===== src/rtl/axis_translate_ctrl_pkg.sv =====
// Shared encodings for the coordinate-translation sequencer: state codes,
// squarer input selects and register operand selects.
package axis_translate_ctrl_pkg;

   // 4-bit state codes; 12..15 are unused and decode back to IDLE
   localparam logic [3:0] ST_IDLE   = 4'd0;
   localparam logic [3:0] ST_CLR    = 4'd1;
   localparam logic [3:0] ST_MUL1   = 4'd2;
   localparam logic [3:0] ST_WAIT1  = 4'd3;
   localparam logic [3:0] ST_SQ_T1  = 4'd4;
   localparam logic [3:0] ST_SQ_T2  = 4'd5;
   localparam logic [3:0] ST_MUL2   = 4'd6;
   localparam logic [3:0] ST_WAIT2  = 4'd7;
   localparam logic [3:0] ST_SQ_T1B = 4'd8;
   localparam logic [3:0] ST_SQ_T2B = 4'd9;
   localparam logic [3:0] ST_ADD    = 4'd10;
   localparam logic [3:0] ST_DONE   = 4'b1011;

   // squarer input select (code 3 also routes T1 in the datapath)
   localparam logic [1:0] SQ_T1 = 2'd0;
   localparam logic [1:0] SQ_T2 = 2'd1;
   localparam logic [1:0] SQ_X1 = 2'd2;

   // T1/T2 input select
   localparam logic SEL_EXT = 1'b0;
   localparam logic SEL_SQ  = 1'b1;

endpackage


===== src/rtl/axis_translate_ctrl.sv =====
// Sequencer for X1 = x*z, Z2 = x^2*z^2, X2 = x^4 + z^4 over GF(2^m).
// Moore FSM; only the IDLE operand loads and the WAIT result loads look at
// inputs. All strobes are forced to default while RST_N is low so a reset
// in mid-operation never lets a late load through.
module axis_translate_ctrl
   import axis_translate_ctrl_pkg::*;
(
   input  logic       CLK,
   input  logic       RST_N,
   input  logic       IN_VALID,
   input  logic       MUL_OUT_VALID,
   input  logic       ERROR,
   output logic       MUL_IN_VALID,
   output logic       X1Clear,
   output logic       X1Load,
   output logic       X2Clear,
   output logic       X2Load,
   output logic       Z2Clear,
   output logic       Z2Load,
   output logic       T1Clear,
   output logic       T1Load,
   output logic       T2Clear,
   output logic       T2Load,
   output logic [1:0] squa_sel,
   output logic       T1_sel,
   output logic       T2_sel,
   output logic [3:0] OUT_STATE
);

   logic [3:0] state_q, state_d;
   logic       mul_ok;

   // a multiplier result is accepted only when it is valid and fault-free
   assign mul_ok    = MUL_OUT_VALID && !ERROR;
   assign OUT_STATE = state_q;

   // state register, synchronous active-low reset
   always_ff @(posedge CLK) begin
      if (!RST_N) state_q <= ST_IDLE;
      else        state_q <= state_d;
   end

   // next-state: linear sequence with multiplier retry on ERROR
   always_comb begin
      state_d = ST_IDLE;
      case (state_q)
         ST_IDLE:   state_d = IN_VALID ? ST_CLR : ST_IDLE;
         ST_CLR:    state_d = ST_MUL1;
         ST_MUL1:   state_d = ST_WAIT1;
         ST_WAIT1:  state_d = !MUL_OUT_VALID ? ST_WAIT1 : (ERROR ? ST_MUL1 : ST_SQ_T1);
         ST_SQ_T1:  state_d = ST_SQ_T2;
         ST_SQ_T2:  state_d = ST_MUL2;
         ST_MUL2:   state_d = ST_WAIT2;
         ST_WAIT2:  state_d = !MUL_OUT_VALID ? ST_WAIT2 : (ERROR ? ST_MUL2 : ST_SQ_T1B);
         ST_SQ_T1B: state_d = ST_SQ_T2B;
         ST_SQ_T2B: state_d = ST_ADD;
         ST_ADD:    state_d = ST_DONE;
         ST_DONE:   state_d = ST_IDLE;
         default:   state_d = ST_IDLE;
      endcase
   end

   // output decode; the ADD-state T clears land on the same edge X2 samples T1^T2
   always_comb begin
      MUL_IN_VALID = 1'b0;
      X1Clear      = 1'b0;
      X1Load       = 1'b0;
      X2Clear      = 1'b0;
      X2Load       = 1'b0;
      Z2Clear      = 1'b0;
      Z2Load       = 1'b0;
      T1Clear      = 1'b0;
      T1Load       = 1'b0;
      T2Clear      = 1'b0;
      T2Load       = 1'b0;
      squa_sel     = SQ_T1;
      T1_sel       = SEL_EXT;
      T2_sel       = SEL_EXT;
      if (RST_N) begin
         case (state_q)
            ST_IDLE: begin
               T1Load = IN_VALID;
               T2Load = IN_VALID;
            end
            ST_CLR: begin
               X1Clear = 1'b1;
               X2Clear = 1'b1;
               Z2Clear = 1'b1;
            end
            ST_MUL1, ST_MUL2: MUL_IN_VALID = 1'b1;
            ST_WAIT1:         X1Load = mul_ok;
            ST_WAIT2:         Z2Load = mul_ok;
            ST_SQ_T1, ST_SQ_T1B: begin
               squa_sel = SQ_T1;
               T1_sel   = SEL_SQ;
               T1Load   = 1'b1;
            end
            ST_SQ_T2, ST_SQ_T2B: begin
               squa_sel = SQ_T2;
               T2_sel   = SEL_SQ;
               T2Load   = 1'b1;
            end
            ST_ADD: begin
               X2Load  = 1'b1;
               T1Clear = 1'b1;
               T2Clear = 1'b1;
            end
            default: ;
         endcase
      end
   end

endmodule


===== config.mk =====
export PLATFORM = sky130hd
export DESIGN_NAME = axis_translate_ctrl
export DESIGN_NICKNAME = d
export VERILOG_FILES = /design/src/rtl/axis_translate_ctrl_pkg.sv /design/src/rtl/axis_translate_ctrl.sv
export SDC_FILE = /design/constraint.sdc
export NUM_CORES = 1
export LEC_CHECK = 0
export CELL_PAD_IN_SITES_DETAIL_PLACEMENT = 2
export CELL_PAD_IN_SITES_GLOBAL_PLACEMENT = 2
export CORE_ASPECT_RATIO = 1.2
export CORE_MARGIN = 2
export CORE_UTILIZATION = 17
export DETAILED_ROUTE_END_ITERATION = 8
export PLACE_DENSITY_LB_ADDON = 0.12
export SYNTH_ARGS = -nofsm -noshare
export SYNTH_HDL_FRONTEND = slang
export SYNTH_SLANG_ARGS = --single-unit

===== constraint.sdc =====
create_clock -name CLK -period 1.75 [get_ports CLK]
set_input_delay 0.2625 -clock CLK [delete_from_list [all_inputs] [get_ports CLK]]
set_output_delay 0.2625 -clock CLK [all_outputs]
set_load 0.1 [all_outputs]

==> results.toml, run 1 <==
[grt]
grt_pass1_wl_um = 2350
grt_max_degree = 9
track_usage_pct = 13.9
antenna_found_initial = 0
grt_pass1_vias = 486
overflow = 0

[detailed_routing]
wl_met3_um = 60
drtIter0Drc = 2
vias = 472
drt_pass1_iterations = 4
route.met2.wl_um = 906
top_layer_used = "met4"
drc = 0
viasPerCell = 4.58
final_antenna_net_count = 0
wl_met1_um = 608
routed_wl_um = 1610
drt-wirelength-per-cell_um = 15.7

[layout]
filler_cell_count = 188
largest_reg_flops = 4
finalNonFillerCells = 103
postLayoutCoreUtil_pct = 52.7
drive_above_1_share_pct = 77.1
nets = 90
diodes = 0
syn2layout_area_growth_pct = 199

[worst_setup_path]
path_max_fanout = 4
timing.rr.start = "OUT_STATE[0]"
required_ps = 1490
cp-startpoint = "OUT_STATE[3]"
reg2reg_setup_slack_ps = 400
timing.rr.end = "OUT_STATE[3]"
cp-end-kind = "primary output"
path_class = "register to primary output"
critPathCapture = "T2Load"
crit_arrival_ps = 1460
r2r_cells = 7
startpoint_type = "register"

[clock_network]
clock_sinks = 4
cts_tree = "yes"
clk_path_buf_depth = 2
clkTransAtPathRegs_ps = 40
clock_latency_ps = 240
cts_root_buf = "clkbuf_4"
cts_hold_buf = 0
numCtsBuffers = 3
cts_max_level = 1

[pwr]
power.leakage_uw = 0.000453
powerDensity_nw_per_um2 = 488
irDropWorstVdd_uv = 287

[yosys]
ys_types = 26
synth-seq-cells = 4
ys_warn_count = 0
syn-instance-count = 46
ys_seq_area_share_pct = 22.6
syn-cell-area_um2 = 354
syn_area_per_cell_um2 = 7.70
syn_nets = 51

[place]
port-buffer-count = 22
gp_congestion = 0.684
dp_hpwl_um = 1130
dp_worst_setup_slack_ps = -81.3
dp_cells = 89

[timing]
final.setup_skew_ps = 2.76
min_period_over_period_pct = 98.2
setup_ws_ps = 32.0
rsz0062_at_grt = "true"
setup_viol = 0
fmax_mhz = 582
hold_violations = 0
fin_crit_ps = 1720
slew_violations = 0

[floorplanning]
io_pins = 24
placementRows = 18
die_area_um2 = 2470
die_y_um = 54.0
core_um2 = 2000
start_util_pct = 17.7
fp.dieW_um = 45.7

[status]
status = "finished clean"

[hold_path]
min_path_type = "input port to register"

[run]
drv_cap = 0
[cell type report]
class	count	area (um2)	area share [%]
inverters	2	7.51	0.710
multi-input cells	31	333	31.5
flip-flops and latches	4	95.1	8.99
repair buffers	43	574	54.3
clock buffers	3	22.5	2.13
well taps	20	25.0	2.37
[logic make-up after synthesis]
group,count (synthesis),synth area share [%]
buf+inv,11,20.8
xor+xnor,2,4.95
flops,4,22.6
other cells,1,1.06
simple gates,20,34.6
compound gates,8,15.9
[synthesized netlist by cell type, drive strengths merged]
master / number / area (um2)
conb: 1 / 3.75
nand2b: 2 / 15.0
nor3: 3 / 20.0
nor3b: 2 / 15.0
o211ai: 1 / 7.51
xor2: 1 / 8.76
a21oi: 3 / 15.0
buf: 9 / 66.3
nand4b: 1 / 8.76
o221a: 1 / 11.3
nand3b: 1 / 7.51
nor4b: 1 / 8.76
dfxtp: 4 / 80.1
inv: 2 / 7.51
nand2: 2 / 7.51
nor2: 6 / 22.5
xnor2: 1 / 8.76
or4b: 1 / 10.0
or2b: 1 / 7.51
a31oi: 1 / 6.26
a21o: 2 / 16.3
[where the power goes]
group	total [uW]	switching (uW)	internal, uW
registers	103	8.91	94.4
clock network	121	43.8	77.1
logic	291	177	114
[worst min path at each step]
stage / to / cells after the start / startpoint
2_1_floorplan: OUT_STATE[3] / 1 / RST_N
4_1_cts: OUT_STATE[1] / 1 / OUT_STATE[1]
3_3_place_gp: OUT_STATE[1] / 1 / OUT_STATE[1]
6_report: OUT_STATE[1] / 4 / ERROR
3_5_place_dp: OUT_STATE[1] / 1 / OUT_STATE[1]
5_1_grt: OUT_STATE[1] / 4 / ERROR
[per-stage QoR]
stage	total power (uW)	cell area [um2]	TNS (ps)	hold slack, ps
floorplan	289	559	-4570	372
global placement	374	928	-361	506
detailed placement	379	928	-645	529
CTS	516	1030	-10.6	535
global route	538	1060	-16.9	446
finish	515	1060	0	413
[critical path: stages, from the launching register on]
cell and delay (ps):
dfxtp_4 350, or4b_4 520, a21oi_4 160, buf_12 180
[cells in the final DEF, fill, tap and decap left out, types with 2 or more instances in the layout]
master / Yosys / final
a21oi_4: 0 / 2
nor2_1: 6 / 3
clkbuf_4: 0 / 3
nor3_4: 0 / 3
inv_1: 2 / 2
nor3b_4: 0 / 2
dlygate4sd2_1: 0 / 2
dfxtp_4: 0 / 4
buf_4: 6 / 19
buf_12: 0 / 19
nor2_4: 0 / 3
[metal layers]
metal | GRT usage [%] | up-vias
met5 | 0 | -
met4 | 7.35 | 0
met3 | 2.35 | 5
met2 | 25.6 | 19
met1 | 14.7 | 225
li1 | - | 223
[repair_timing]
action | CTS | global route
pin swaps | 1 | 2
gates resized for setup | 2 | 3
setup buffers | 9 | 2
endpoints found under the setup margin | 12 | 4
Power figures use the tool's default switching activity.
==> inputs of run 2 (changes only) <==
--- a/config.mk
+++ b/config.mk
@@ -11,6 +11,7 @@
 export CORE_MARGIN = 2
 export CORE_UTILIZATION = 17
 export DETAILED_ROUTE_END_ITERATION = 8
+export GPL_ROUTABILITY_DRIVEN = 0
 export PLACE_DENSITY_LB_ADDON = 0.12
 export SYNTH_ARGS = -nofsm -noshare
 export SYNTH_HDL_FRONTEND = slang
==> results of run 2 <==
The final DEF is identical to that of run 1; final timing and power are the same.
==> inputs of run 3 (changes only) <==
--- a/config.mk
+++ b/config.mk
@@ -7,7 +7,6 @@
 export LEC_CHECK = 0
 export CELL_PAD_IN_SITES_DETAIL_PLACEMENT = 2
 export CELL_PAD_IN_SITES_GLOBAL_PLACEMENT = 2
-export CORE_ASPECT_RATIO = 1.2
 export CORE_MARGIN = 2
 export CORE_UTILIZATION = 17
 export DETAILED_ROUTE_END_ITERATION = 8
==> run 3 against run 2 <==
Against the previous run:
- the flow now finishes with violations (setup timing)
- sequential cell count unchanged
- non-clock buffer count did not move
- setup slack worse by 54 ps
- final cell count grew 6.8%
- wire length rose by 10%
- design area up 3.0%
- total power is 3.1% higher
- die area about the same
- via count rose by 1.1%
- global-route usage increased by 1.3 points
- first-iteration DRC count grew 50%
- clock power is 4% higher
- largest cell class unchanged
- largest power group unchanged
- highest routed layer unchanged
==> results.toml, run 3 (synthesis gave the netlist of run 1 again) <==
[status]
violations = "setup timing"
status = "complete, but fails checks"

[place]
port-buffer-count = 22
dpl-instance-area_um2 = 930
dp_hpwl_um = 1030
dp_worst_setup_slack_ps = -101

[layout]
nets = 90
syn2layout_area_growth_pct = 207
fin_area_um2 = 1090
final_common_cell = "buf_12"
largest_reg_flops = 4
mostFrequentLayoutCells = "buf_12, buf_4, dfxtp_4"
drive_above_1_share_pct = 77.1
diodes = 0

[floorplanning]
core_um2 = 1960
die_y_um = 49.6
placementRows = 16
die_area_um2 = 2460
fp.dieW_um = 49.6
start_util_pct = 18.0
io_pins = 24

[run]
drv_cap = 0

[grt]
grt_pass1_vias = 546
antenna_found_initial = 0
grt_pass1_wl_um = 2720
grt_max_degree = 9
overflow = 0
track_usage_pct = 15.3

[detailed_routing]
drtIter0Drc = 3
viasPerCell = 4.34
vias = 477
routed_wl_um = 1780
drc = 0
final_antenna_net_count = 0
drt_pass1_iterations = 2
drt-wirelength-per-cell_um = 16.2

[timing]
fmax_mhz = 564
setup_tns_ps = -21.6
slew_violations = 0
setup_viol = 1
fin_crit_ps = 1770
final.setup_skew_ps = 6.56
setup_ws_ps = -21.6
hold_violations = 0
min_period_over_period_pct = 101
rsz0062_at_grt = "true"

[clock_network]
cts_max_level = 1
clock_sinks = 4
cts_tree = "yes"
cts_root_buf = "clkbuf_4"
numCtsBuffers = 3
clk_path_buf_depth = 2
clock_latency_ps = 250
clkTransAtPathRegs_ps = 40
cts_hold_buf = 0

[pwr]
power.leakage_uw = 0.000465
powerDensity_nw_per_um2 = 488
irDropWorstVdd_uv = 278

[worst_setup_path]
cpMaxStageDelayCell = "or4b_4"
path_class = "register to primary output"
crit_arrival_ps = 1510
path_max_fanout = 5
required_ps = 1490
startpoint_type = "register"
max_stage_delay_ps = 550
cp-end-kind = "primary output"
crit_path_cell_trace = "or4b_4 > a21oi_4 > buf_12"

[hold_path]
min_path_type = "input port to register"
## run 3: metrics by stage
stage          total power (uW)  hold slack (ps)  instances  util (%)
3_5_place_dp                375              514         95      47.4
5_1_grt                     555              455        110      55.5
6_report                    531              417        110      55.5
3_3_place_gp                372              515         95      47.4
4_1_cts                     530              520        108      53.5
2_1_floorplan               289              372         46         -
## run 3: worst paths after layout
check | start | end | slack (ps) | cells after the start
setup / recovery | OUT_STATE[3] | T2Load | -20 | 3
hold / removal | ERROR | OUT_STATE[1] | 420 | 4
setup reg to reg | OUT_STATE[3] | OUT_STATE[3] | 490 | 5
hold reg to reg | OUT_STATE[1] | OUT_STATE[1] | 520 | 1
## run 3: power by group
group	internal, uW	switching, uW
Combinational	122	178
Sequential	94.5	10.2
Clock	77.4	48.7
Total	294	237
## run 3: what timing repair did
item / CTS / global route
setup buffers: 10 / 2
setup endpoints to repair: 12 / 9
gates resized for setup: 2 / 6
pin swaps: 2 / 5
## run 3: cell type report
class	count	area, um2
timing repair buffer	43	597
multi-input combinational	31	333
clock buffer	3	22.5
fill	199	873
tap	27	33.8
sequential	4	95.1
inverter	2	7.51
## run 3: critical path: cells and delay by family, from the launching register on
kind | cells | cell delay (ps)
AO/OA/AOI/OAI | 1 | 170
AND/OR/NAND/NOR | 1 | 550
buffers and inverters | 1 | 190
flip-flops | 1 | 350
## run 3: routing by layer
metal	vias up	GRT usage, %	part of all wire [%]
met1	233	15.7	38
met4	0	5.56	0.84
met5	-	0	0
met2	16	28.2	57
li1	226	-	-
met3	2	5.15	4.5
